[config.mk]
export PLATFORM = sky130hd
export DESIGN_NAME = addsub_multiword
export DESIGN_NICKNAME = d
export VERILOG_FILES = /design/src/rtl/addsub_pkg.sv /design/src/rtl/addsub_slice.sv /design/src/rtl/addsub_multiword.sv
export SDC_FILE = /design/constraint.sdc
export NUM_CORES = 1
export LEC_CHECK = 0
export BUFFER_PORTS_ARGS = -buffer_cell sky130_fd_sc_hd__clkbuf_2
export CORE_MARGIN = 5
export CORE_UTILIZATION = 48
export CTS_CLUSTER_SIZE = 20
export DETAILED_ROUTE_END_ITERATION = 7
export GPL_ROUTABILITY_DRIVEN = 0
export PLACE_DENSITY = 0.86
export SYNTH_ARGS = -nofsm -noshare
export SYNTH_HDL_FRONTEND = slang
export SYNTH_SLANG_ARGS = --single-unit
[constraint.sdc]
create_clock -name clk -period 3.7 [get_ports clk]
set_clock_uncertainty 0.05 [all_clocks]
set_input_delay 0.74 -clock clk [delete_from_list [all_inputs] [get_ports clk]]
set_output_delay 0.74 -clock clk [all_outputs]
set_load 0.02 [all_outputs]
[src/rtl/addsub_pkg.sv]
// addsub_pkg: shared state encoding and operation codes for the multi-word add/subtract unit
package addsub_pkg;
    typedef enum logic [1:0] {IDLE, RUN, DONE} state_t;
    localparam logic OP_ADD = 1'b0;
    localparam logic OP_SUB = 1'b1;
endpackage

[src/rtl/addsub_slice.sv]
// addsub_slice: combinational WIDTH-bit carry-lookahead adder exposing the carry into the MSB
module addsub_slice #(
    parameter int WIDTH = 4
) (
    input  logic [WIDTH-1:0] a,
    input  logic [WIDTH-1:0] b,
    input  logic             cin,
    output logic [WIDTH-1:0] sum,
    output logic             cout,
    output logic             cmsb
);
    logic [WIDTH-1:0] g;
    logic [WIDTH-1:0] p;
    logic [WIDTH:0]   c;
    assign g = a & b;
    assign p = a ^ b;
    // Each carry is expanded on its own from generate/propagate terms and cin
    always_comb begin
        c = '0;
        c[0] = cin;
        for (int i = 0; i < WIDTH; i++) begin
            c[i+1] = cin;
            for (int j = 0; j <= i; j++) c[i+1] = g[j] | (p[j] & c[i+1]);
        end
    end
    assign sum  = p ^ c[WIDTH-1:0];
    assign cout = c[WIDTH];
    assign cmsb = c[WIDTH-1];
endmodule

[src/rtl/addsub_multiword.sv]
// addsub_multiword: multi-cycle slice-serial add/subtract with flags; ADDSUB_SAT_EN enables result clamping
module addsub_multiword #(
    parameter int WIDTH = 4,
    parameter int WORDS = 4
) (
    input  logic                   clk,
    input  logic                   rst_n,
    input  logic                   in_valid,
    output logic                   in_ready,
    input  logic                   in_op,
    input  logic                   in_signed,
    input  logic [WIDTH*WORDS-1:0] in_a,
    input  logic [WIDTH*WORDS-1:0] in_b,
    output logic                   out_valid,
    input  logic                   out_ready,
    output logic [WIDTH*WORDS-1:0] out_result,
    output logic                   out_carry,
    output logic                   out_ovf,
    output logic                   out_zero,
    output logic                   busy
);
    import addsub_pkg::*;

    localparam int TW = WIDTH * WORDS;
    localparam int IW = (WORDS > 1) ? $clog2(WORDS) : 1;

    state_t            state;
    state_t            state_nx;
    logic [TW-1:0]     a_q;
    logic [TW-1:0]     b_q;
    logic              op_q;
    logic              sgn_q;
    logic              carry_q;
    logic [IW-1:0]     idx;
    logic [WIDTH-1:0]  a_s;
    logic [WIDTH-1:0]  b_s;
    logic [WIDTH-1:0]  sum;
    logic              cout;
    logic              cmsb;
    logic              last;
    logic              ovf;
    logic [TW-1:0]     res_nx;
    logic [TW-1:0]     fin;

    assign a_s  = a_q[idx*WIDTH +: WIDTH];
    assign b_s  = (op_q == OP_SUB) ? ~b_q[idx*WIDTH +: WIDTH] : b_q[idx*WIDTH +: WIDTH];
    assign last = (idx == IW'(WORDS - 1));
    assign ovf  = sgn_q ? (cmsb ^ cout) : ((op_q == OP_ADD) ? cout : ~cout);

    addsub_slice #(.WIDTH(WIDTH)) u_slice (
        .a    (a_s),
        .b    (b_s),
        .cin  (carry_q),
        .sum  (sum),
        .cout (cout),
        .cmsb (cmsb)
    );

`ifdef ADDSUB_SAT_EN
    localparam logic [TW-1:0] MAX_POS = {TW{1'b1}} >> 1;
    // Merge the current slice, then clamp on overflow toward the bound implied by mode and A's sign
    always_comb begin
        res_nx = out_result;
        res_nx[idx*WIDTH +: WIDTH] = sum;
        fin = ovf ? (sgn_q ? (a_q[TW-1] ? ~MAX_POS : MAX_POS) : ((op_q == OP_SUB) ? '0 : '1)) : res_nx;
    end
`else
    // Merge the current slice into the running result; wrap on overflow
    always_comb begin
        res_nx = out_result;
        res_nx[idx*WIDTH +: WIDTH] = sum;
        fin = res_nx;
    end
`endif

    // State register
    always_ff @(posedge clk) begin
        if (!rst_n) state <= IDLE;
        else        state <= state_nx;
    end

    // Next state plus the two state-decoded outputs
    always_comb begin
        state_nx = state;
        in_ready = (state == IDLE);
        busy     = (state != IDLE);
        if (state == IDLE && in_valid)      state_nx = RUN;
        else if (state == RUN && last)      state_nx = DONE;
        else if (state == DONE && out_ready) state_nx = IDLE;
    end

    // Operand capture, one slice per RUN cycle, flags registered on the final slice
    always_ff @(posedge clk) begin
        if (!rst_n) begin
            a_q        <= '0;
            b_q        <= '0;
            op_q       <= OP_ADD;
            sgn_q      <= 1'b0;
            carry_q    <= 1'b0;
            idx        <= '0;
            out_result <= '0;
            out_carry  <= 1'b0;
            out_ovf    <= 1'b0;
            out_zero   <= 1'b0;
            out_valid  <= 1'b0;
        end else if (state == IDLE && in_valid) begin
            a_q        <= in_a;
            b_q        <= in_b;
            op_q       <= in_op;
            sgn_q      <= in_signed;
            carry_q    <= in_op;
            idx        <= '0;
            out_result <= '0;
            out_carry  <= 1'b0;
            out_ovf    <= 1'b0;
            out_zero   <= 1'b0;
        end else if (state == RUN) begin
            out_result <= last ? fin : res_nx;
            carry_q    <= cout;
            idx        <= idx + 1'b1;
            if (last) begin
                out_carry <= cout;
                out_ovf   <= ovf;
                out_zero  <= (fin == '0);
                out_valid <= 1'b1;
            end
        end else if (state == DONE && out_ready) begin
            out_valid <= 1'b0;
        end
    end
endmodule

; Yosys cells after proc, flatten, opt, wreduce, memory -nomap -nowiden
; Index checks and enable logic that the tools add are counted.
[op_classes]
n_addsub = 2
eq_ne = 4
n_shift = 4
mux = 12
bitwise_logic = 16
n_reduce_logical = 13
[op_table]
columns = operator, count
row1 = $neg A4 Y34, 1
row2 = $shift A4 B34 Y16 const A, 1
row3 = $shiftx A4 B34 Y16, 1
row4 = $shiftx A16 B5 Y4, 2
row5 = $bwmux W16, 1
row6 = $logic_not A16 Y1, 1
row7 = $mux W1, 8
row8 = $reduce_bool A2 Y1, 4
row9 = $xor A4 B4 Y4, 2
row10 = $and A1 B1 Y1, 4
row11 = $and A4 B4 Y4, 1
row12 = $eq A2 B2 Y1 const B, 2
row13 = $mux W2, 2
row14 = $mux W4, 1
row15 = $not A4 Y4, 1
row16 = $or A1 B1 Y1, 4
row17 = $logic_and A1 B1 Y1, 3
row18 = $not A1 Y1, 3
row19 = $reduce_and A3 Y1, 1
row20 = $reduce_bool A3 Y1, 1
row21 = $add A2 B1 Y2 const B, 1
row22 = $eq A2 B1 Y1 const B, 1
row23 = $logic_not A2 Y1, 1
row24 = $ne A2 B2 Y1 const B, 1
row25 = other kinds (3), 3
[totals]
reg_bits = 59
output_inout_bits = 22
word_cells = 64

; Longest topological paths before layout
; Gate-level depths: netlist (run 1).
[logic_depth]
word_depth = 15
ltp_mapped = 12
mapped_depth_nobuf = 11

; Modules after synthesis
; A second synthesis (run 1) with hierarchy kept.
[hier_totals]
hier_cells = 335
hier_area_um2 = 2881.5
[by_module_without_submodules]
columns = mod, instances, cells_per_inst, area_per_inst_um2
row1 = addsub_multiword, 1, 321, 2763.9
row2 = addsub_slice, 1, 14, 117.6

; Least setup slack after synthesis (run 1)
; OpenSTA, ideal clock, no wires.
[synth_timing]
path_kind = flip-flop to flip-flop
startpoint = register idx[0]
endpoint = register out_zero
arrival_time_ns = 3.653
required_ns = 3.558
path_slack_ns = -0.096
path_stages_with_launch = 13
n_path_buf = 1
path_cell_list = dfxtp_1 > buf_4 > mux4_2 > xnor2_1 > fa_1 > fa_1 > fa_1 > inv_1 > fa_1 > nand3b_1 > a21oi_1 > o2111ai_1 > o32ai_1
[synth_via]
elab_chain_len = 14
word_cells_on_any_way = 20
[synth_rtl]
columns = item, line
row1 = from (decl), addsub_multiword.sv:34  ; logic [IW-1:0] idx;
row2 = from (signal assigned), addsub_multiword.sv:120  ; idx <= idx + 1'b1;
row3 = $shiftx A16 B5 Y4, addsub_multiword.sv:46  ; assign b_s = (op_q == OP_SUB) ? ~b_q[idx*WIDTH +: WIDTH] : b_q[idx*WIDTH +: WIDTH];
row4 = $not A4 Y4, addsub_multiword.sv:46
row5 = $mux W4, addsub_multiword.sv:46
row6 = $xor A4 B4 Y4, addsub_slice.sv:16  ; assign p = a ^ b;
row7 = $and A1 B1 Y1, addsub_slice.sv:23  ; for (int j = 0; j <= i; j++) c[i+1] = g[j] | (p[j] & c[i+1]);
row8 = $or A1 B1 Y1, addsub_slice.sv:23
row9 = $and A1 B1 Y1, addsub_slice.sv:23
row10 = $or A1 B1 Y1, addsub_slice.sv:23
row11 = $and A1 B1 Y1, addsub_slice.sv:23
row12 = $or A1 B1 Y1, addsub_slice.sv:23
row13 = $xor A4 B4 Y4, addsub_slice.sv:26  ; assign sum = p ^ c[WIDTH-1:0];
row14 = $shiftx A4 B34 Y16, addsub_multiword.sv:71  ; res_nx[idx*WIDTH +: WIDTH] = sum;
row15 = $bwmux W16, addsub_multiword.sv:71
row16 = $logic_not A16 Y1, addsub_multiword.sv:124  ; out_zero <= (fin == '0);
row17 = to (signal assigned), addsub_multiword.sv:124
row18 = to (decl), addsub_multiword.sv:19  ; output logic out_zero,
; Several ways; a longest one is shown, not always the timed one.
; A chain may end at the register's enable or synchronous reset.

; Worst setup path after layout (run 1)
; Ends and elaborated chain as after synthesis.

==> results of run 1 <==
metrics by stage:
stage / area (µm²) / setup WS [ns] / hold slack, ns / cells
2_1_floorplan: 2680 / 0.02337 / 0.3831 / 321
3_3_place_gp: 3017 / 0.2500 / 0.3932 / 439
3_5_place_dp: 3017 / 0.1632 / 0.3967 / 439
4_1_cts: 3218 / 0.1056 / 0.4071 / 455
5_1_grt: 3218 / 0.03014 / 0.4319 / 455
6_report: 3218 / 0.1800 / 0.4095 / 455
worst reg2reg max path, stage by stage, from the launching register on:
cell and delay, ns:
dfxtp_2 0.34, mux4_2 0.50, xnor2_1 0.15, fa_1 0.41, fa_1 0.41, fa_1 0.40, inv_1 0.09, fa_1 0.42
buf_4 0.17, o21ai_0 0.16, o2111ai_1 0.12, o32ai_1 0.23
registers in the layout, summed over array words and instances (netlist names):
signal and cells:
a_q 16, b_q 16, carry_q 1, idx 2, op_q 1, out_carry 1
out_ovf 1, out_result 16, out_valid 1, out_zero 1, sgn_q 1, state 2
power groups by stage:
stage                     sequential, µW  combinational (µW)  clock [µW]
after global placement               693                 212           0
after CTS                            681                 220         596
after detailed placement             695                 218           0
final                                682                 220         585
after floorplan                      691                 158           0
after global routing                 684                 243         623
layout make-up:
type / count / area (µm²)
clock buffer: 9 / 123.9
inverter: 13 / 48.80
fill: 488 / 2255
sequential: 59 / 1182
multi-input combinational: 230 / 1355
timing repair buffer: 65 / 340.3
tap: 72 / 90.09
clock inverter: 7 / 77.57
placed cells by master, fill, tap and decap left out, drive strengths merged, types with 4 or more instances in the layout:
cell,count
a22oi,4
dfxtp,59
inv,14
a21oi,48
nor3,6
mux4,8
clkbuf,68
fa,4
a2bb2oi,6
clkinvlp,4
nor2,25
nand2,88
o21ai,5
buf,6
ha,6
xnor2,4
logic make-up (layout without fill, tap and decap cells):
kind of cell             Yosys count  count (layout)  synth area share, %
XOR/XNOR                           5               5                1.637
multiplexers                       8               8                6.735
flip-flops                        59              59                44.15
AND/OR/NAND/NOR                  138             138                21.70
buffers and inverters             32              94                5.191
AO/OA/AOI/OAI                     69              69                14.78
adder cells (fa/ha/maj)           10              10                5.800
per-layer routing:
metal / share of wire, % / track usage, % / vias to the layer above
li1: - / - / 1194
met5: 0 / 0 / -
met2: 51 / 32.10 / 82
met4: 0.95 / 6.043 / 0
met1: 41 / 20.97 / 1123
met3: 7.0 / 6.477 / 8
worst max path at each step:
stage | slack, ns | end | startpoint
6_report | 0.18 | out_zero$_SDFFE_PP0P_ | idx[0]$_SDFFE_PP0P_
3_5_place_dp | 0.16 | out_zero$_SDFFE_PP0P_ | idx[0]$_SDFFE_PP0P_
4_1_cts | 0.11 | out_zero$_SDFFE_PP0P_ | idx[0]$_SDFFE_PP0P_
5_1_grt | 0.03 | out_zero$_SDFFE_PP0P_ | idx[0]$_SDFFE_PP0P_
3_3_place_gp | 0.25 | out_zero$_SDFFE_PP0P_ | idx[0]$_SDFFE_PP0P_
2_1_floorplan | 0.02 | out_zero$_SDFFE_PP0P_ | idx[0]$_SDFFE_PP0P_
==> metrics.md, run 1 <==
| Metric | Value |
|---|---|
| DRC Markers | `0` |
| Fmax | `between 200 and 300 MHz` |
| Register area share after synthesis | `roughly 44%` |
| I/O Buffers | `59` |
| Hold Path Depth | `2` |
| Via/cell ratio | `5.290` |
| Worst-Margin Slew | `1.080 ns` |
| Io pins | `60` |
| Max stage delay cell, worst path | `mux4_2` |
| Iter 0 DRT Violations | `approximately 120` |
| Synth cell types | `34` |
| Yosys reg bits | `59` |
| RSZ-0062 raised after global routing | `false` |
| Synth top area cells | `dfxtp_1, nand2_1, a21oi_1, mux4_2, nor2_1` |
| Final wirelength | `around 6.3 mm` |
| CTS tree | `done` |
| HP Start | `b_q[10]$_SDFFE_PN0P_` |
| Post-Syn Area | `around 0.0027 mm²` |
| Overflow after GRT | `0` |
| CTS root buffer | `clkbuf_8` |
| Critical Path Stages | `11` |
| Setup slack, reg-to-reg | `about 0.18 ns` |
| CP Cell Sequence | `mux4_2 > xnor2_1 > fa_1 > fa_1 > fa_1 > inv_1 > fa_1 > buf_4 > o21ai_0 > o2111ai_1 > o32ai_1` |
| Crit path time final | `~3.5 ns` |
| Worst Path Required | `~3.9 ns` |
| Synth Area per Inst | `roughly 8.3 µm²` |
| Final hold vios | `0` |
| Core box area | `0.005473 mm²` |
| Hold Path End | `b_q[10]$_SDFFE_PN0P_` |
| Initial antenna violation count | `0` |
| Clock slew at the register clock pins of the worst setup and hold paths | `approximately 0.07 ns` |
| GRT Total Usage | `18.42%` |
| Pwr Density | `between 400 and 500 mW/mm²` |
| Combinational Power Share | `between 10 and 15%` |
| Post-CTS sizing | `0` |
| Min-Delay Path Class | `register to register` |
| Final worst-path cycle share | `between 90% and 100%` |
| Internal power | `1071 µW` |
| Psw | `between 400 and 500 µW` |
| Delay of the slowest cell on the worst path | `~0.5 ns` |
| Vias in the first global route | `around 2400` |
| Detail Placement HPWL | `4.494 mm` |
| Reg2reg end | `out_zero$_SDFFE_PP0P_` |
| Routed Antenna Nets | `0` |
| Flop pwr share | `between 40% and 50%` |
| H-Tree Depth | `3` |
| Critical path class | `register to register` |
| Die footprint | `0.007166 mm²` |
| Starting Density | `48.88%` |
| CTS buffer count | `9` |
| First-pass GRT wire length | `about 11 mm` |
| Drt wl/cell | `13.88 µm` |
| Commonest cells post-synth | `nand2_1, dfxtp_1, a21oi_1, nor2_1, inv_1` |
| Sw Ratio | `between 20% and 30%` |
| Yosys top cell by area | `dfxtp_1` |
| R2R cell count | `11` |
| Max cap viols | `0` |
| Setup TNS | `0 ns` |
| DR pass1 iterations | `4` |
| Status | `complete, no violations` |
| Leak pwr | `0.001323 µW` |
| Post-CTS Hold Buffers | `0` |
| Overall Power | `between 1000 and 1500 µW` |
| Fin util | `between 50% and 60%` |
| Sink Count | `a little under 60` |
| Setup crit start kind | `register` |
| Post-synth EDFFs | `0` |
| Most common cell in the netlist | `nand2_1` |
| Area Overhead vs Synth | `20.30%` |
| Setup violation total in the final timing report | `0` |
| DIE WIDTH | `approximately 85 µm` |
| Final layout net count | `426` |
| Worst skew pair latency | `roughly 0.34 ns` |
| CP most frequent cell | `fa_1` |
| Largest net degree at the start of global routing | `39` |
| Post-synth net total | `about 370` |
| Post-Synthesis Cells | `321` |
| Slew Limit Headroom | `between 20% and 30%` |
| Buf/Inv on CP | `2` |
| Synth async-reset ratio | `0%` |
| Clock power frac | `between 30 and 40%` |
| Setup Fix Bufs, Post-CTS | `0` |
| Critical path endpoint category | `register` |
| Fraction of layout cells with a size suffix above 1 | `a little under a quarter` |
| Total number of yosys warnings | `0` |
| Fin. max-slew vios | `0` |
| Rows | `27` |
| CTS Buffer Depth | `2` |
| Vias | `~2400` |
| Crit path DAT | `between 3 and 4 ns` |
| Main flop type after synthesis | `dfxtp_1` |
| ANT cells | `0` |
| Delay-heaviest family, CP | `adder cells` |
| Worst-path maximum fanout | `5` |
| Area share of the largest cell type after synthesis | `44.15%` |
| Peak VDD IR | `267.5 µV` |
| RR Startpoint | `idx[0]$_SDFFE_PP0P_` |
| Chip height | `~85 µm` |
(Power assumes the default switching activity.)
==> run 2, diff against run 1 <==
Settings changed: CORE_UTILIZATION 48 to 40, PLACE_DENSITY 0.86 to 0.75.
==> run 2 against run 1 <==
Register-to-register slack got worse by 0.06 ns; final area increased by 0.93%; clock-buffer cell count increased by 1; clock power increased by 9.4%; sequential power about the same; fmax decreased by 1.7%; combinational power about the same; critical endpoint unchanged; highest routed layer unchanged.
==> metrics.md, run 2 (synthesis results as in run 1) <==
| Metric | Value |
|---|---|
| Status | `complete, no violations` |
| Worst Setup EP | `out_zero$_SDFFE_PP0P_` |
| Vias | `roughly 2400` |
| Sink Count | `59` |
| CTS Buffer Depth | `2` |
| R2R cell count | `11` |
| Critical Path Source | `idx[0]$_SDFFE_PP0P_` |
| Drt wl/cell | `~14 µm` |
| Final Cell Area | `between 0.003 and 0.004 mm²` |
| Die footprint | `about 0.0084 mm²` |
| DR pass1 iterations | `4` |
| Area Overhead vs Synth | `21.42%` |
| Io pins | `60` |
| Routed Antenna Nets | `0` |
| Starting Density | `a little over two fifths` |
| I/O Buffers | `slightly below 60` |
| Psw | `405.9 µW` |
| CTS root buffer | `clkbuf_8` |
| Flop pwr share | `about 44%` |
| Iter 0 DRT Violations | `111` |
| RSZ-0062 raised after global routing | `false` |
| Fmax | `279.2 MHz` |
| H-Tree Depth | `3` |
| Overflow after GRT | `0` |
| Fin util | `about half` |
| Leak pwr | `0.001344 µW` |
| Worst-Margin Slew | `approximately 1.1 ns` |
| Setup violation total in the final timing report | `0` |
| Combinational Power Share | `between 10% and 20%` |
| Fin. max-slew vios | `0` |
| Clock power frac | `about two fifths` |
| Detail Placement HPWL | `4.583 mm` |
| Worst-path maximum fanout | `2` |
| Vias in the first global route | `2321` |
| Post-place setup slack | `approximately 0.12 ns` |
| Worst Slack Setup Final | `between 0.1 and 0.15 ns` |
| First-pass GRT wire length | `10.68 mm` |
| Fraction of layout cells with a size suffix above 1 | `around a quarter` |
| CTS buffer count | `9` |
| Reg2reg end | `out_zero$_SDFFE_PP0P_` |
| Pwr Density | `~480 mW/mm²` |
| Sw Ratio | `between 20% and 30%` |
| Most frequent cells in the layout | `nand2_1, clkbuf_2, dfxtp_1` |
| Via/cell ratio | `just over 5` |
| Largest net degree at the start of global routing | `39` |
| Final layout net count | `426` |
| Rows | `29` |
| Placement Cell Area | `0.003023 mm²` |
| Largest registers | `a_q: 16 flops, b_q: 16 flops, out_result: 16 flops` |
| GRT Total Usage | `between 10% and 20%` |
| Setup TNS | `0 ns` |
| Placed insts | `444` |
| Max cap viols | `0` |
| CTS tree | `done` |
| Final worst-path cycle share | `between 90% and 100%` |
| Final hold vios | `0` |
| Fin cells | `460` |
| Peak VDD IR | `roughly 330 µV` |
| Setup slack, reg-to-reg | `~0.12 ns` |
| Initial antenna violation count | `0` |
| Clock slew at the register clock pins of the worst setup and hold paths | `~0.07 ns` |
| Critical path class | `register to register` |
| Crit path DAT | `~3.8 ns` |
| Critical path endpoint category | `register` |
| Worst Path Required | `3.90 ns` |
| Setup crit start kind | `register` |
| Worst skew pair latency | `around 0.34 ns` |
| Slew Limit Headroom | `26.09%` |
| Final wirelength | `roughly 6.4 mm` |
| DRC Markers | `0` |
| DIE WIDTH | `roughly 92 µm` |
| Most common cell after layout, fill and taps aside | `nand2_1` |
| Min-Delay Path Class | `register to register` |
| RR Startpoint | `idx[0]$_SDFFE_PP0P_` |
| ANT cells | `0` |
| Crit path time final | `about 3.6 ns` |
| Core box area | `0.006422 mm²` |
| Internal power | `~1100 µW` |
| Chip height | `around 92 µm` |
[run 2: how the worst min path moves through the flow]
| stage | from | end | slack (ns) | cells past startpoint |
|---|---|---|---|---|
| final | b_q[3]$_SDFFE_PN0P_ | b_q[3]$_SDFFE_PN0P_ | 0.41 | 2 |
| after global routing | a_q[4]$_SDFFE_PN0P_ | a_q[4]$_SDFFE_PN0P_ | 0.42 | 2 |
| after CTS | a_q[5]$_SDFFE_PN0P_ | a_q[5]$_SDFFE_PN0P_ | 0.41 | 2 |
| after detailed placement | b_q[6]$_SDFFE_PN0P_ | b_q[6]$_SDFFE_PN0P_ | 0.40 | 2 |
| after global placement | a_q[3]$_SDFFE_PN0P_ | a_q[3]$_SDFFE_PN0P_ | 0.39 | 2 |
| after floorplan | a_q[10]$_SDFFE_PN0P_ | a_q[10]$_SDFFE_PN0P_ | 0.38 | 2 |
[run 2: through the flow]
stage | total power, µW | hold slack (ns)
4_1_cts | 1556 | 0.4081
5_1_grt | 1607 | 0.4236
3_5_place_dp | 915.9 | 0.3979
6_report | 1544 | 0.4066
3_3_place_gp | 908.7 | 0.3927
2_1_floorplan | 849.2 | 0.3831
[run 2: routing by layer]
layer	share of wire, %	wire length (µm)	up-vias	global-route usage (%)
li1	-	-	1194	-
met1	44	2798	1100	18.87
met2	48	3094	72	25.99
met3	6.5	415	8	6.383
met4	1.3	80	0	4.579
met5	0	0	-	0
[run 2: power groups by stage]
stage                     Combinational, µW  Clock, µW  Sequential, µW
final                                   222        640             682
after global routing                    245        677             685
after CTS                               221        653             682
after detailed placement                220          0             696
after global placement                  215          0             694
after floorplan                         158          0             691
[run 2: worst max-delay path, stage by stage, from the launching register on]
cell and delay (ns):
dfxtp_2 0.35, mux4_2 0.52, xnor2_1 0.15, fa_1 0.39, fa_1 0.40, fa_1 0.40, inv_1 0.08, fa_1 0.42
nand3b_1 0.17, a21oi_1 0.16, o2111ai_1 0.14, o32ai_2 0.28
[run 2: layout make-up]
class / count / area (µm²)
Clock buffer: 10 / 127.6
Clock inverter: 6 / 90.09
Sequential cell: 59 / 1182
Timing Repair Buffer: 65 / 340.3
Tap cell: 77 / 96.34
Fill cell: 625 / 3174
Inverter: 13 / 48.80
Multi-Input combinational cell: 230 / 1363
[run 2: timing repair]
| item | CTS | global route |
|---|---|---|
| setup endpoints to repair | 0 | 1 |
| setup buffers | 0 | 0 |
| gates resized for setup | 0 | 2 |
| hold buffers | 0 | 0 |
==> run 3, diff against run 2 <==
Settings changed: CORE_MARGIN 5 to unset.
==> run 3 against run 2 <==
Fmax rose by 1.9%; non-clock buffer count fell by 1; largest power group unchanged; flip-flop and latch count did not move; combinational power fell by 2%; global-route usage rose by 1.8 points; worst hold slack got worse by 0.0044 ns; clock power fell by 8.4%; register-to-register slack improved by 0.07 ns; total power fell by 3.9%; final area fell by 0.92%.
==> metrics.md, run 3 (synthesis results as in run 1) <==
| Metric | Value |
|---|---|
| Min-Delay Path Class | `register to register` |
| Final worst-path cycle share | `between 90% and 100%` |
| Register area | `0.001182 mm²` |
| Routed Antenna Nets | `0` |
| Post-CTS Hold Buffers | `0` |
| Crit path DAT | `3.71 ns` |
| Combinational Power Share | `14.6%` |
| Critical path endpoint category | `register` |
| Leak pwr | `roughly 0.0013 µW` |
| Final hold vios | `0` |
| GRT Total Usage | `between 10% and 20%` |
| Placement Cell Area | `0.003015 mm²` |
| Fraction of layout cells with a size suffix above 1 | `23.56%` |
| Fin. max-slew vios | `0` |
| CTS Buffer Depth | `2` |
| Slew Limit Headroom | `~26%` |
| Sink Count | `59` |
| RSZ-0062 raised after global routing | `false` |
| Critical path class | `register to register` |
| Internal power | `about 1100 µW` |
| CP Cell Sequence | `mux4_2 > xnor2_1 > fa_1 > fa_1 > fa_1 > inv_1 > fa_1 > nand3b_1 > a21oi_1 > o2111ai_1 > o32ai_1` |
| Detail Placement HPWL | `4.223 mm` |
| Met1 usage | `between 20 and 25%` |
| Setup Fix Bufs, Post-CTS | `0` |
| Final wirelength | `a little under 6 mm` |
| Layout fillers | `between 600 and 700` |
| Final layout net count | `425` |
| Vias in the first global route | `2247` |
| Die footprint | `about 0.007 mm²` |
| Area Overhead vs Synth | `20.30%` |
| Io pins | `60` |
| Worst Path Required | `3.90 ns` |
| H-Tree Depth | `3` |
| I/O Buffers | `59` |
| Buf/Inv on CP | `1` |
| Max cap viols | `0` |
| Met2 GRT Util | `between 20 and 30%` |
| Vias | `2352` |
| Setup TNS | `0 ns` |
| Initial antenna violation count | `0` |
| Delay of the slowest cell on the worst path | `about 0.50 ns` |
| CTS buffer count | `9` |
| Largest registers | `a_q: 16 flops, b_q: 16 flops, out_result: 16 flops` |
| CTS tree | `done` |
| Final Cell Area | `between 0.003 and 0.004 mm²` |
| Sw Ratio | `a little over a quarter` |
| Pwr Density | `460.8 mW/mm²` |
| Most common cell after layout, fill and taps aside | `nand2_1` |
| Status | `complete, no violations` |
| Core box area | `0.006386 mm²` |
| CP most frequent cell | `fa_1` |
| Peak VDD IR | `about 310 µV` |
| Via/cell ratio | `between 5 and 6` |
| Clock power frac | `between 30% and 40%` |
| Worst-Margin Slew | `1.114 ns` |
| Chip height | `roughly 84 µm` |
| Largest net degree at the start of global routing | `39` |
| Worst-path maximum fanout | `2` |
| Delay-heaviest family, CP | `adder cells` |
| Drt wl/cell | `12.63 µm` |
| Max stage delay cell, worst path | `mux4_2` |
| Rows | `29` |
| Starting Density | `41.89%` |
| Setup violation total in the final timing report | `0` |
| First-pass GRT wire length | `a little under 10 mm` |
| Post-CTS sizing | `0` |
| Setup crit start kind | `register` |
| DR pass1 iterations | `4` |
| Crit path time final | `approximately 3.5 ns` |
| Worst skew pair latency | `approximately 0.34 ns` |
| Flop pwr share | `45.9%` |
| Fmax | `284.4 MHz` |
| Psw | `398.0 µW` |
| DRC Markers | `0` |
| Multi-input logic area | `around 0.0014 mm²` |
| Clock slew at the register clock pins of the worst setup and hold paths | `0.07 ns` |
| DIE WIDTH | `83.78 µm` |
| ANT cells | `0` |
| Most frequent cells in the layout | `nand2_1, clkbuf_2, dfxtp_1` |
| CTS root buffer | `clkbuf_8` |
| Overflow after GRT | `0` |
| Met3 GRT Util | `6.627%` |
| Most Used Layer, Global Route | `met2` |
| Iter 0 DRT Violations | `170` |
==> run 3: cell types whose count changed in the layout (fill, tap and decap cells not counted) <==
| cell | previous run | this run |
|---|---|---|
| buf_4 | 6 | 5 |
| bufinv_16 | 2 | 1 |
| clkbuf_1 | 1 | 0 |
| clkbuf_8 | 9 | 10 |
| clkinv_2 | 1 | 2 |
| o21ai_0 | 4 | 5 |
| o21ai_1 | 1 | 0 |
| o32ai_1 | 0 | 1 |
| o32ai_2 | 1 | 0 |
==> run 3: final cells by class <==
| cell class | count | share of cell area [%] |
|---|---|---|
| timing repair buffer | 64 | 10.34 |
| tap | 77 | 2.994 |
| inverter | 13 | 1.516 |
| clock buffer | 10 | 4.277 |
| multi-input combinational | 230 | 42.11 |
| clock inverter | 6 | 2.022 |
| sequential | 59 | 36.74 |
==> run 3: power by group through the flow <==
stage / Sequential [µW] / Combinational, µW / Clock [µW]
final: 680 / 217 / 586
after CTS: 680 / 217 / 600
after global placement: 694 / 214 / 0
after detailed placement: 695 / 216 / 0
after floorplan: 691 / 158 / 0
after global routing: 684 / 242 / 626
==> run 3: per-stage QoR <==
| step | hold WS, ns | std cells | setup slack (ns) | utilization, % | total power (µW) |
|---|---|---|---|---|---|
| final | 0.4023 | 459 | 0.1843 | 50.39 | 1483 |
| after global routing | 0.4246 | 459 | 0.003036 | 50.39 | 1552 |
| after CTS | 0.4046 | 459 | 0.1541 | 50.39 | 1498 |
| after detailed placement | 0.3954 | 443 | 0.1766 | 47.22 | 911.1 |
| after global placement | 0.3896 | 443 | 0.2479 | 47.22 | 907.7 |
| after floorplan | 0.3831 | 321 | 0.02337 | - | 849.2 |
==> run 3: worst paths after layout <==
kind / startpoint / depth (start not counted) / slack, ns / end
setup / recovery: idx[0]$_SDFFE_PP0P_ / 11 / 0.18 / out_zero$_SDFFE_PP0P_
hold / removal: b_q[11]$_SDFFE_PN0P_ / 2 / 0.40 / b_q[11]$_SDFFE_PN0P_
setup reg to reg: idx[0]$_SDFFE_PP0P_ / 11 / 0.18 / out_zero$_SDFFE_PP0P_
hold reg to reg: b_q[11]$_SDFFE_PN0P_ / 2 / 0.40 / b_q[11]$_SDFFE_PN0P_
==> run 3: tightest hold or removal path: stages, from the launching register on <==
cell     delay, ns
dfxtp_1       0.31
nand2_1       0.05
a21oi_1       0.05
==> run 3: metal layers <==
metal  vias to the layer above  share of wire [%]
li1                       1190                  -
met1                      1078                 46
met2                        78                 47
met3                         6                6.1
met4                         0                1.2
met5                         -                  0
